[src/rtl/fifo_param_if.sv]
// fifo_param_if - producer/consumer bundle for fifo_param.
//   master : drives Data_In, FInN, FOutN, FClrN, AF_Thr, AE_Thr; observes status/data
//   slave  : the FIFO itself; the mirror image of master
//   Widths follow FWIDTH (data) and FCWIDTH (pointer; level is FCWIDTH+1 bits).
interface fifo_param_if #(
  parameter int FWIDTH  = 32,
  parameter int FCWIDTH = 4
);
  logic [FWIDTH-1:0]  Data_In;
  logic               FInN;
  logic               FOutN;
  logic               FClrN;
  logic [FCWIDTH:0]   AF_Thr;
  logic [FCWIDTH:0]   AE_Thr;
  logic [FWIDTH-1:0]  F_Data;
  logic               F_DValid;
  logic [FCWIDTH:0]   F_Level;
  logic               F_FullN;
  logic               F_EmptyN;
  logic               F_AFullN;
  logic               F_AEmptyN;
  logic               F_OvfN;
  logic               F_UdfN;

  modport master (
    output Data_In, FInN, FOutN, FClrN, AF_Thr, AE_Thr,
    input  F_Data, F_DValid, F_Level, F_FullN, F_EmptyN,
           F_AFullN, F_AEmptyN, F_OvfN, F_UdfN
  );

  modport slave (
    input  Data_In, FInN, FOutN, FClrN, AF_Thr, AE_Thr,
    output F_Data, F_DValid, F_Level, F_FullN, F_EmptyN,
           F_AFullN, F_AEmptyN, F_OvfN, F_UdfN
  );
endinterface

[src/rtl/fifo_param.sv]
// fifo_param - parametrised single-clock FIFO.
//   Clk  : rising-edge clock
//   Rst  : asynchronous active-high reset
//   bus  : fifo_param_if.slave
//          inputs  Data_In, FInN (write, low), FOutN (read, low), FClrN (sync clear, low),
//                  AF_Thr / AE_Thr (run-time almost-full / almost-empty thresholds)
//          outputs F_Data, F_DValid, F_Level, F_FullN, F_EmptyN, F_AFullN, F_AEmptyN,
//                  sticky F_OvfN / F_UdfN
//   SHOWAHEAD=0 : registered read, data and F_DValid one cycle after the strobe.
//   SHOWAHEAD=1 : head word presented combinationally, strobe pops it.
module fifo_param #(
  parameter int FWIDTH    = 32,
  parameter int FDEPTH    = 16,
  parameter int FCWIDTH   = 4,
  parameter int SHOWAHEAD = 0
) (
  input logic        Clk,
  input logic        Rst,
  fifo_param_if.slave bus
);

  localparam logic [FCWIDTH:0]   DEPTH_L = (FCWIDTH+1)'(FDEPTH);
  localparam logic [FCWIDTH:0]   LVL_ONE = (FCWIDTH+1)'(1);
  localparam logic [FCWIDTH-1:0] PTR_ONE = FCWIDTH'(1);

  logic [FWIDTH-1:0]  mem [FDEPTH];
  logic [FCWIDTH-1:0] wrPtr;
  logic [FCWIDTH-1:0] rdPtr;
  logic [FCWIDTH:0]   level;
  logic [FCWIDTH:0]   levelNxt;
  logic               clrReq;
  logic               rdOk;
  logic               wrOk;
  logic               ovfEv;
  logic               udfEv;
  logic               fullN;
  logic               emptyN;
  logic               aFullN;
  logic               aEmptyN;
  logic               ovfN;
  logic               udfN;

  // A clear swallows both strobes, so neither acceptance nor error events
  // are produced in that cycle. A full FIFO still takes a write when a read
  // frees the slot in the same cycle.
  always_comb begin
    clrReq   = !bus.FClrN;
    rdOk     = !bus.FOutN && (level != '0) && !clrReq;
    wrOk     = !bus.FInN && ((level != DEPTH_L) || rdOk) && !clrReq;
    ovfEv    = !bus.FInN && !wrOk && !clrReq;
    udfEv    = !bus.FOutN && (level == '0) && !clrReq;
    levelNxt = level;
    if (clrReq) begin
      levelNxt = '0;
    end else if (wrOk && !rdOk) begin
      levelNxt = level + LVL_ONE;
    end else if (rdOk && !wrOk) begin
      levelNxt = level - LVL_ONE;
    end
  end

  // Control state: pointers, level, and status decoded from the next level
  // so flags always agree with F_Level after the same edge.
  always_ff @(posedge Clk or posedge Rst) begin
    if (Rst) begin
      wrPtr   <= '0;
      rdPtr   <= '0;
      level   <= '0;
      emptyN  <= 1'b0;
      fullN   <= 1'b1;
      aFullN  <= 1'b1;
      aEmptyN <= 1'b0;
      ovfN    <= 1'b1;
      udfN    <= 1'b1;
    end else begin
      if (clrReq) begin
        wrPtr <= '0;
        rdPtr <= '0;
        ovfN  <= 1'b1;
        udfN  <= 1'b1;
      end else begin
        if (wrOk) wrPtr <= wrPtr + PTR_ONE;
        if (rdOk) rdPtr <= rdPtr + PTR_ONE;
        ovfN <= ovfN & ~ovfEv;
        udfN <= udfN & ~udfEv;
      end
      level   <= levelNxt;
      emptyN  <= (levelNxt != '0);
      fullN   <= (levelNxt != DEPTH_L);
      aFullN  <= !(levelNxt >= bus.AF_Thr);
      aEmptyN <= !(levelNxt <= bus.AE_Thr);
    end
  end

  // Storage array: no reset, contents are don't-care until written.
  always_ff @(posedge Clk) begin
    if (wrOk) mem[wrPtr] <= bus.Data_In;
  end

  generate
    if (SHOWAHEAD == 0) begin : gRegRead
      logic [FWIDTH-1:0] fData_p1;
      logic              vld_p1;

      // Read stage: word at rdPtr captured on an accepted read.
      always_ff @(posedge Clk or posedge Rst) begin
        if (Rst) begin
          fData_p1 <= '0;
          vld_p1   <= 1'b0;
        end else begin
          vld_p1 <= rdOk;
          if (rdOk) fData_p1 <= mem[rdPtr];
        end
      end

      assign bus.F_Data   = fData_p1;
      assign bus.F_DValid = vld_p1;
    end else begin : gShowAhead
      // Zeros when empty so stale memory never leaks onto the bus.
      assign bus.F_Data   = emptyN ? mem[rdPtr] : '0;
      assign bus.F_DValid = 1'b0;
    end
  endgenerate

  assign bus.F_Level   = level;
  assign bus.F_FullN   = fullN;
  assign bus.F_EmptyN  = emptyN;
  assign bus.F_AFullN  = aFullN;
  assign bus.F_AEmptyN = aEmptyN;
  assign bus.F_OvfN    = ovfN;
  assign bus.F_UdfN    = udfN;

endmodule

[src/flat_wrapper.sv]
// flat-port wrapper written by rule: the top's interface ports become plain ports
module fifo_param_flat 
#(
  parameter int FWIDTH    = 32,
  parameter int FDEPTH    = 16,
  parameter int FCWIDTH   = 4,
  parameter int SHOWAHEAD = 0
)
  (Clk, Rst, bus_Data_In, bus_FInN, bus_FOutN, bus_FClrN, bus_AF_Thr, bus_AE_Thr, bus_F_Data, bus_F_DValid, bus_F_Level, bus_F_FullN, bus_F_EmptyN, bus_F_AFullN, bus_F_AEmptyN, bus_F_OvfN, bus_F_UdfN);
  fifo_param_if #(.FWIDTH(FWIDTH), .FCWIDTH(FCWIDTH)) bus_i ();
  input logic Clk;
  input logic Rst;
  input wire logic [$bits(bus_i.Data_In)-1:0] bus_Data_In;
  input wire logic [$bits(bus_i.FInN)-1:0] bus_FInN;
  input wire logic [$bits(bus_i.FOutN)-1:0] bus_FOutN;
  input wire logic [$bits(bus_i.FClrN)-1:0] bus_FClrN;
  input wire logic [$bits(bus_i.AF_Thr)-1:0] bus_AF_Thr;
  input wire logic [$bits(bus_i.AE_Thr)-1:0] bus_AE_Thr;
  output wire logic [$bits(bus_i.F_Data)-1:0] bus_F_Data;
  output wire logic [$bits(bus_i.F_DValid)-1:0] bus_F_DValid;
  output wire logic [$bits(bus_i.F_Level)-1:0] bus_F_Level;
  output wire logic [$bits(bus_i.F_FullN)-1:0] bus_F_FullN;
  output wire logic [$bits(bus_i.F_EmptyN)-1:0] bus_F_EmptyN;
  output wire logic [$bits(bus_i.F_AFullN)-1:0] bus_F_AFullN;
  output wire logic [$bits(bus_i.F_AEmptyN)-1:0] bus_F_AEmptyN;
  output wire logic [$bits(bus_i.F_OvfN)-1:0] bus_F_OvfN;
  output wire logic [$bits(bus_i.F_UdfN)-1:0] bus_F_UdfN;
  assign bus_i.Data_In = bus_Data_In;
  assign bus_i.FInN = bus_FInN;
  assign bus_i.FOutN = bus_FOutN;
  assign bus_i.FClrN = bus_FClrN;
  assign bus_i.AF_Thr = bus_AF_Thr;
  assign bus_i.AE_Thr = bus_AE_Thr;
  assign bus_F_Data = bus_i.F_Data;
  assign bus_F_DValid = bus_i.F_DValid;
  assign bus_F_Level = bus_i.F_Level;
  assign bus_F_FullN = bus_i.F_FullN;
  assign bus_F_EmptyN = bus_i.F_EmptyN;
  assign bus_F_AFullN = bus_i.F_AFullN;
  assign bus_F_AEmptyN = bus_i.F_AEmptyN;
  assign bus_F_OvfN = bus_i.F_OvfN;
  assign bus_F_UdfN = bus_i.F_UdfN;
  fifo_param #(.FWIDTH(FWIDTH), .FDEPTH(FDEPTH), .FCWIDTH(FCWIDTH), .SHOWAHEAD(SHOWAHEAD)) u_core (.Clk(Clk), .Rst(Rst), .bus(bus_i));
endmodule
[config.mk]
export PLATFORM = sky130hd
export DESIGN_NAME = fifo_param_flat
export DESIGN_NICKNAME = d
export VERILOG_FILES = /design/src/rtl/fifo_param_if.sv /design/src/rtl/fifo_param.sv /design/src/flat_wrapper.sv
export SDC_FILE = /design/constraint.sdc
export NUM_CORES = 1
export LEC_CHECK = 0
export CAP_MARGIN = 20
export CORE_MARGIN = 10
export CORE_UTILIZATION = 40
export CTS_CLUSTER_DIAMETER = 40
export DETAILED_ROUTE_END_ITERATION = 8
export PLACE_DENSITY = 0.58
export SYNTH_ARGS = -nofsm -noshare
export SYNTH_HDL_FRONTEND = slang
export SYNTH_SLANG_ARGS = --single-unit
[constraint.sdc]
create_clock -name Clk -period 10.9 [get_ports Clk]
set_input_delay 2.18 -clock Clk [delete_from_list [all_inputs] [get_ports Clk]]
set_output_delay 2.18 -clock Clk [all_outputs]
set_load 0.01 [all_outputs]
==> run_results.csv, run 1 <==
group,metric,value,unit
final_layout,drive_above_1_share,25.7,%
worst_hold_path,hold_class,"register to register",
synthesis,ys_seq_area_share,75.8,%
die,placeableCoreArea,54100,um^2
drt,detail_route.drc_violations,0,
global_routing,first_pass_grt_wire_length,73900,um
timing,sum_neg_setup_slack,0,ns
timing,timing.final.max_slew_violations,0,
drt,ant_nets,0,
pwr,power-per-cell-area,237,nW/um^2
timing,final.min_clock_period,4.92,ns
die,die-area,64800,um^2
pwr,clock_power_share,41.7,%
pwr,total_leakage_power,0.00870,uW
drt,vias_per_cell,5.47,
timing,hold_viol_final,0,
synthesis,synth.net_count,1098,
setup_path,category_of_the_worst_setup_path_capture_point,"register",
final_layout,post-route-util,49.1,%
placement,hpwl,26500,um
die,core.rowCount,85,
drt,detail_route.iter0.violations,819,
timing,max_clock_freq,0.203,GHz
global_routing,grt_start_max_net_pins,53,
pwr,power_frac_seq,41.0,%
drt,postRouteWirelength,49000,um
pwr,design_power_total,6290,uW
timing,worst_pin_slew,1.08,ns
pwr,ir_drop,0.000114,V
clock_tree,insertion_delay,0.59,ns
synthesis,synth-edff-count,512,
timing,hold_ws,0.485,ns
die,floorplan.die.width,255,um
pwr,cell_internal_pwr,4760,uW
clock_tree,htree_num_levels,3,
final_layout,filler_cell_count,4360,
clock_tree,clkSlewWorstSetupHoldPaths,0.05,ns
global_routing,groute.usage.overall,15.4,%
clock_tree,tritoncts_num_sinks,564,
clock_tree,tritoncts,"done",
setup_path,worst_setup_path_start_kind,"input port",
final_layout,diodes,0,
synthesis,synth_ff_type,"edfxtp_1",
drt,detail_route.wl_per_cell,25.4,um
global_routing,gr-total-overflow,0,
synthesis,yosys_warnings,0,
setup_path,cp.required,11.36,ns
placement,buffer_ports.inserted,90,
timing,final_skew,0.0158,ns
synthesis,avgSynthCellArea,21.3,um^2
pwr,power.share.combinational,17.4,%
drt,drtPass1Iterations,5,
setup_path,critPathKind,"input port to register",
synthesis,netlist_area,22000,um^2
clock_tree,clockBufferDepth,3,
setup_path,worst_ep_arrival_time,5.38,ns
clock_tree,cts_buffers,77,
final_layout,area_growth,20.8,%
run,cap_violations,0,
timing,rsz0062_at_grt,"false",
die,initial_core_util,40.7,%
drt,vias,10500,
setup_path,crit_path_max_fanout,19,
final_layout,mostFrequentLayoutCell,"edfxtp_1",
status,result_of_the_run,"finished, final reports clean",
die,num_ports,91,
synthesis,postSynthCellCount,1033,
synthesis,ys_seq_elements,564,
clock_tree,hold_buffers,0,
timing,slew-limit-headroom,27.8,%
synthesis,postSynth.asyncResetShare,9.22,%
timing,final.period_utilization,45.1,%
synthesis,distinct_cell_type_count_of_the_synthesized_netlist,57,
pwr,power_switching,1540,uW
clock_tree,postCtsSetupBuffers,0,
pwr,p_sw_share,24.4,%
global_routing,first_global_vias,11300,
placement,placement.setup.worst_slack,5.38,ns
final_layout,multi_input_area,5100,um^2
timing,setup_viol_count_final,0,
placement,routabilityCongestion,0.753,
timing,final_setup_slack_of_the_worst_path,5.98,ns
global_routing,number_of_antenna_violations_at_the_first_check_in_global_routing,2,
final_layout,finalNetCount,1237,
final_layout,regArea,16700,um^2
die,die-height,255,um
clock_tree,cts_resized,0,
final_layout,layout_common_cells,"edfxtp_1 (512), mux4_2 (128), clkdlybuf4s50_1 (90), clkbuf_16 (81), mux2i_1 (65)",
clock_tree,cts.root.buffer_cell,"clkbuf_16",
[cell families after synthesis]
logic type | count (synthesis) | share of synthesized area (%)
muxes | 193 | 16.1
buffers and inverters | 76 | 1.56
AOI/OAI and AO/OA | 92 | 2.99
xor gates and xnor gates | 8 | 0.318
and+or+nand+nor | 82 | 2.25
DFF | 564 | 75.8
adders and majority gates | 18 | 1.02
[path summary, 6_finish.rpt]
check                                       from                     to  slack [ns]  cells past startpoint
max in group asynchronous                    Rst        u_core.rdPtr[1]        8.02                      3
min in group asynchronous                    Rst  u_core.bus.F_Data[31]        2.19                      3
setup / recovery                       bus_FOutN   u_core.bus.F_AEmptyN        5.98                     11
setup reg to reg           u_core.bus.F_Level[0]   u_core.bus.F_Data[7]        7.30                      9
hold / removal              u_core.bus.F_Data[5]   u_core.bus.F_Data[5]        0.48                      1
hold reg to reg             u_core.bus.F_Data[5]   u_core.bus.F_Data[5]        0.48                      1
[per-layer routing]
metal / part of all wire [%] / routed length [um] / track usage [%]
met1: 44 / 21600 / 20.7
met2: 50 / 24400 / 25.2
met3: 4.6 / 2250 / 3.36
met4: 1.5 / 740 / 3.93
met5: 0.063 / 31 / 0
[cells in the mapped netlist (all sizes together), types with 2 or more instances]
library cell,count,share of area [%]
edfxtp,512,70
mux4,128,13
mux2i,65,3.0
dfrtp,48,5.5
buf,37,0.90
a21o,36,1.2
o22ai,32,0.91
clkbuf,20,0.34
inv,19,0.32
ha,18,1.0
nor2,17,0.29
nand2,13,0.23
nand2b,8,0.23
and2,6,0.17
xnor2,6,0.24
a21oi,5,0.11
nand4,5,0.14
nor3,5,0.11
o21ai,5,0.13
dfstp,4,0.48
nand3,4,0.091
nand3b,4,0.14
nor4b,4,0.22
nor2b,3,0.085
a21boi,2,0.068
nor3b,2,0.091
nor4,2,0.057
xor2,2,0.080
[worst max-delay path, cell delays in order]
cell and delay, ns:
clkdlybuf4s50_1 0.74, nand2b_1 0.30, nand2b_2 0.51, buf_16 0.33, o2111a_1 0.30, a21o_1 0.20, ha_1 0.30, o21a_1 0.11
o21ai_0 0.14, a21oi_1 0.08, o22a_1 0.17
[power by group through the flow]
stage	clock, uW	sequential, uW	combinational [uW]
4_1_cts	2670	2580	1130
3_3_place_gp	0	2630	1100
3_5_place_dp	0	2620	1120
5_1_grt	2770	2590	1200
2_1_floorplan	0	2570	774
6_report	2620	2580	1090
[state kept, by name (all words and copies together) (netlist names)]
signal                count
u_core.bus.F_Level        5
u_core.bus.F_AFullN       1
u_core.wrPtr              4
u_core.bus.F_OvfN         1
u_core.bus.F_UdfN         1
u_core.bus.F_AEmptyN      1
u_core.bus.F_EmptyN       1
u_core.bus.F_FullN        1
u_core.rdPtr              4
u_core.bus.F_DValid       1
u_core.bus.F_Data        32
u_core.mem              512
[through the flow]
stage | std cells | cell area [um^2]
after detailed placement | 1789 | 23900
after CTS | 1928 | 26600
final | 1928 | 26600
after global placement | 1788 | 23800
after floorplan | 1033 | 22000
after global routing | 1928 | 26600
[final cells by class]
class                   instances  area share (%)
clock buffers                  93            7.98
inverters                      19           0.268
clock inverters                46            2.29
well taps                     696            3.28
multi-input cells             393            19.2
repair buffers                117            4.23
flip-flops and latches        564            62.8
(Power assumes the default switching activity.)
==> inputs of run 2 (changes only) <==
==> constraint.sdc (replaced) <==
create_clock -name Clk -period 5 [get_ports Clk]
set_input_delay 1 -clock Clk [delete_from_list [all_inputs] [get_ports Clk]]
set_output_delay 1 -clock Clk [all_outputs]
set_load 0.01 [all_outputs]
==> run_results.csv, run 2 (synthesis results as in run 1) <==
group,metric,value,unit
drt,detail_route.wl_per_cell,24.7,um
final_layout,layout_common_cells,"edfxtp_1 (512), mux4_2 (128), clkdlybuf4s50_1 (90), clkbuf_16 (82), mux2i_1 (65)",
global_routing,first_pass_grt_wire_length,73200,um
placement,hpwl,27800,um
final_layout,flip_flop_count_of_the_largest_register_after_layout,512,
final_layout,finalNetCount,1246,
final_layout,mostFrequentLayoutCell,"edfxtp_1",
final_layout,area_growth,20.7,%
setup_path,crit_chain,"inv_1 > ha_1 > or4b_4 > nand2b_2 > buf_4 > inv_2 > nand2_2 > buf_4 > o22ai_1 > a21o_1",
timing,timing.final.max_slew_violations,0,
clock_tree,insertion_delay,0.60,ns
die,core.rowCount,85,
pwr,total_leakage_power,0.00864,uW
drt,vias_per_cell,5.38,
die,die-height,255,um
timing,max_clock_freq,0.286,GHz
setup_path,worst_ep_arrival_time,3.98,ns
timing,slew-limit-headroom,39.3,%
placement,buffer_ports.inserted,90,
placement,routabilityCongestion,0.728,
setup_path,crit_path_frequent_cell,"buf_4",
timing,rsz0062_at_grt,"false",
clock_tree,clockBufferDepth,3,
timing,worst_pin_slew,0.911,ns
drt,postRouteWirelength,47900,um
final_layout,top_register,"u_core.mem",
drt,detail_route.iter0.violations,769,
clock_tree,cts_resized,0,
setup_path,worst_setup_path_start_kind,"register",
setup_path,cp.required,5.48,ns
global_routing,gr-total-overflow,0,
drt,drtPass1Iterations,4,
setup_path,critical-path-slowest-cell,"nand2_2",
clock_tree,postCtsSetupBuffers,0,
die,floorplan.die.width,255,um
global_routing,number_of_antenna_violations_at_the_first_check_in_global_routing,0,
clock_tree,cts.root.buffer_cell,"clkbuf_16",
final_layout,post-route-util,49.1,%
status,result_of_the_run,"finished, final reports clean",
timing,final_skew,0.0272,ns
pwr,power-per-cell-area,499,nW/um^2
timing,sum_neg_setup_slack,0,ns
clock_tree,htree_num_levels,3,
die,num_ports,91,
timing,final.period_utilization,70.0,%
worst_hold_path,hold_class,"register to register",
timing,setup_viol_count_final,0,
setup_path,crit_path_max_fanout,28,
clock_tree,tritoncts,"done",
final_layout,postLayoutCellArea,26600,um^2
clock_tree,tritoncts_num_sinks,564,
setup_path,category_of_the_worst_setup_path_capture_point,"register",
global_routing,grt_start_max_net_pins,58,
drt,vias,10400,
setup_path,cp_num_buf_inv,4,
clock_tree,hold_buffers,0,
global_routing,first_global_vias,11500,
timing,final.min_clock_period,3.50,ns
final_layout,diodes,0,
pwr,ir_drop,0.000318,V
final_layout,drive_above_1_share,25.9,%
die,initial_core_util,40.7,%
die,die-area,64800,um^2
drt,ant_nets,0,
setup_path,cell_family_with_the_largest_share_of_critical_path_delay,"simple AND/OR/NAND/NOR gates",
timing,hold_viol_final,0,
die,placeableCoreArea,54100,um^2
run,cap_violations,0,
setup_path,critical-path-max-stage-delay,0.57,ns
drt,detail_route.drc_violations,0,
setup_path,ff2ff_setup_slack,1.50,ns
setup_path,critPathKind,"register to register",
clock_tree,cts_buffers,76,
global_routing,groute.usage.overall,15.2,%
placement,dpl_cell_area,24100,um^2
clock_tree,clkSlewWorstSetupHoldPaths,0.06,ns
-- run 2: cell count changes in the layout (fill, tap and decap cells not counted), moves of 2 or more --
cell,previous run,this run
clkbuf_8,5,1
inv_8,1,5
clkinv_1,6,2
buf_12,0,12
clkinv_4,4,6
bufinv_16,13,2
clkinvlp_4,5,10
clkinv_2,10,6
clkbuf_1,7,18
-- run 2: worst reg2reg max path, stage by stage, from the launching register on --
cell and delay (ns):
dfrtp_1 0.50, inv_1 0.13, ha_1 0.33, or4b_4 0.54, nand2b_2 0.22, buf_4 0.44, inv_2 0.09, nand2_2 0.57
buf_4 0.31, o22ai_1 0.09, a21o_1 0.18
-- run 2: power by group --
| group | switching, uW | internal, uW |
|---|---|---|
| combinational | 1090 | 1340 |
| clock | 2050 | 3170 |
| sequential | 260 | 5350 |
-- run 2: final timing paths --
check / start / end / cells past startpoint
max in group asynchronous: Rst / u_core.bus.F_UdfN / 3
hold / removal: u_core.bus.F_UdfN / u_core.bus.F_UdfN / 2
hold reg to reg: u_core.bus.F_UdfN / u_core.bus.F_UdfN / 2
min in group asynchronous: Rst / u_core.bus.F_Data[26] / 2
setup / recovery: u_core.bus.F_Level[0] / u_core.bus.F_Data[18] / 10
setup reg to reg: u_core.bus.F_Level[0] / u_core.bus.F_Data[18] / 10
-- run 2: per-layer routing --
layer / wire [um] / track usage [%] / share of wire (%)
met3: 2310 / 3.22 / 4.8
met5: 0 / 0 / 0
met4: 757 / 4.73 / 1.6
met1: 21100 / 20.1 / 44
met2: 23800 / 24.9 / 50
-- run 2: cell type report --
cell class / count / area [um^2]
fill: 4367 / 27600
sequential: 564 / 16700
timing repair buffer: 127 / 1330
inverter: 19 / 71.3
clock buffer: 101 / 2130
clock inverter: 40 / 377
tap: 696 / 871
multi-input combinational: 393 / 5100
-- run 2: per-stage QoR --
step | hold slack [ns] | cells | setup slack (ns) | total power [uW]
final | 0.487 | 1940 | 1.50 | 13300
after floorplan | 0.483 | 1033 | 0.607 | 7290
after global placement | 0.478 | 1799 | 1.18 | 8190
after detailed placement | 0.480 | 1799 | 1.12 | 8200
after global routing | 0.516 | 1940 | 1.29 | 13900
after CTS | 0.491 | 1940 | 1.46 | 13500
==> inputs of run 3 (changes only) <==
==> constraint.sdc (replaced) <==
create_clock -name Clk -period 3.25 [get_ports Clk]
set_input_delay 0.65 -clock Clk [delete_from_list [all_inputs] [get_ports Clk]]
set_output_delay 0.65 -clock Clk [all_outputs]
set_load 0.01 [all_outputs]
==> run_results.csv, run 3 (synthesis results as in run 1) <==
group,metric,value,unit
final_layout,top_register,"u_core.mem",
final_layout,area_growth,24.3,%
final_layout,drive_above_1_share,28.4,%
drt,postRouteWirelength,49100,um
clock_tree,cts.root.buffer_cell,"clkbuf_16",
timing,final_setup_slack_of_the_worst_path,0.348,ns
global_routing,first_global_vias,11500,
setup_path,reg2reg_to,"u_core.bus.F_AFullN",
timing,max_clock_freq,0.345,GHz
clock_tree,clkSlewWorstSetupHoldPaths,0.05,ns
clock_tree,clockBufferDepth,3,
setup_path,critPathKind,"register to register",
pwr,cell_internal_pwr,16000,uW
die,initial_core_util,40.7,%
clock_tree,cts_buffers,82,
pwr,total_leakage_power,0.00899,uW
status,result_of_the_run,"finished, final reports clean",
global_routing,groute.usage.overall,15.5,%
clock_tree,tritoncts,"done",
clock_tree,cts_resized,0,
timing,final.min_clock_period,2.90,ns
clock_tree,htree_num_levels,3,
drt,drtPass1Iterations,5,
drt,vias,10700,
setup_path,worst_ep_arrival_time,3.43,ns
setup_path,crit_path_frequent_cell,"a21o_1",
placement,placement.setup.worst_slack,0.0421,ns
timing,worst_pin_slew,0.584,ns
clock_tree,tritoncts_num_sinks,564,
setup_path,crit_chain,"inv_1 > ha_1 > or4b_4 > mux2i_1 > and4_1 > ha_1 > nand2b_1 > a21o_1 > a21o_1 > a21o_1 > a21oi_1",
setup_path,critical-path-slowest-cell,"or4b_4",
global_routing,number_of_antenna_violations_at_the_first_check_in_global_routing,1,
die,floorplan.die.width,255,um
run,cap_violations,0,
setup_path,worstSetupEndpoint,"u_core.bus.F_AFullN",
timing,slew-limit-headroom,61.1,%
global_routing,first_pass_grt_wire_length,74200,um
setup_path,cp.required,3.78,ns
pwr,clock_power_share,41.6,%
drt,ant_nets,0,
setup_path,ff2ff_setup_slack,0.35,ns
placement,buffer_ports.inserted,90,
drt,detail_route.wl_per_cell,24.8,um
setup_path,critical-path-max-stage-delay,0.54,ns
global_routing,grt_start_max_net_pins,75,
pwr,power.share.combinational,18.7,%
die,placeableCoreArea,54100,um^2
timing,rsz0062_at_grt,"false",
pwr,power-per-cell-area,778,nW/um^2
drt,vias_per_cell,5.42,
timing,sum_neg_setup_slack,0,ns
setup_path,critical_path.reg2reg.startpoint,"u_core.bus.F_Level[0]",
setup_path,category_of_the_worst_setup_path_capture_point,"register",
timing,setup_viol_count_final,0,
clock_tree,hold_buffers,0,
pwr,ir_drop,0.000475,V
final_layout,layout_common_cells,"edfxtp_1 (512), mux4_2 (128), clkdlybuf4s50_1 (90), clkbuf_16 (85), mux2i_1 (65)",
final_layout,mostFrequentLayoutCell,"edfxtp_1",
die,core.rowCount,85,
global_routing,gr-total-overflow,0,
timing,final_skew,0.0296,ns
final_layout,flip_flop_count_of_the_largest_register_after_layout,512,
setup_path,crit_path_max_fanout,9,
clock_tree,insertion_delay,0.61,ns
die,die-height,255,um
pwr,power_frac_seq,39.7,%
timing,timing.final.max_slew_violations,0,
worst_hold_path,hold_class,"input port to async pin",
die,num_ports,91,
pwr,power_switching,5300,uW
timing,hold_viol_final,0,
die,die-area,64800,um^2
setup_path,cells_on_worst_reg2reg_path,11,
drt,detail_route.iter0.violations,1031,
pwr,p_sw_share,24.9,%
setup_path,worst_setup_path_start_kind,"register",
clock_tree,postCtsSetupBuffers,0,
placement,routabilityCongestion,0.737,
final_layout,finalNetCount,1284,
timing,final.period_utilization,89.3,%
setup_path,timing.critical_path.from,"u_core.bus.F_Level[0]",
drt,detail_route.drc_violations,0,
placement,hpwl,27800,um
## run 3: critical path: cells and delay by family (launching register included)
kind	cells	cell delay, ns
AOI/OAI and AO/OA	4	0.67
DFF	1	0.39
adders and majority gates	2	0.58
muxes	1	0.17
and+or+nand+nor	3	0.94
buffers and inverters	1	0.09
## run 3: power by group through the flow
stage	Clock, uW	Combinational, uW	Sequential [uW]
after floorplan	0	2600	8620
after global placement	0	4060	8590
after detailed placement	0	4080	8600
after CTS	9030	4100	8460
after global routing	9350	4350	8490
final	8850	3990	8450
## run 3: how the worst min path moves through the flow
stage | slack, ns | to | start | depth (start not counted)
after floorplan | 0.48 | u_core.bus.F_OvfN | u_core.bus.F_OvfN | 2
after global placement | 0.46 | u_core.bus.F_Data[20] | u_core.bus.F_Data[20] | 1
after detailed placement | 0.46 | u_core.bus.F_Data[15] | u_core.bus.F_Data[15] | 1
after CTS | 0.39 | u_core.bus.F_Data[29] | Rst | 2
after global routing | 0.42 | u_core.bus.F_Data[29] | Rst | 2
final | 0.39 | u_core.bus.F_Data[27] | Rst | 2
## run 3: layer usage
metal  up-vias  GRT usage (%)  part of all wire (%)
met3        73           3.11                   4.7
met5         -              0                 0.026
li1       4692              -                     -
met4         2           4.68                   2.0
met1      5696           20.9                    45
met2       272           25.1                    49
## run 3: cell type report
type	count	area [um^2]
well taps	696	871
inverters	19	71.3
multi-input cells	393	5120
repair buffers	159	1820
clock buffers	94	2170
fillers	4290	26800
clock inverters	56	616
diodes	1	2.50
flip-flops and latches	564	16700
## run 3: per-stage QoR
step	area, um^2	total power, uW	cells	utilization, %	hold slack (ns)
global route	27400	22200	1981	50.5	0.420
detailed placement	24600	12700	1831	45.4	0.465
floorplan	22000	11200	1033	-	0.483
CTS	27400	21600	1981	50.5	0.390
finish	27400	21300	1982	50.5	0.395
global placement	24600	12700	1831	45.4	0.458
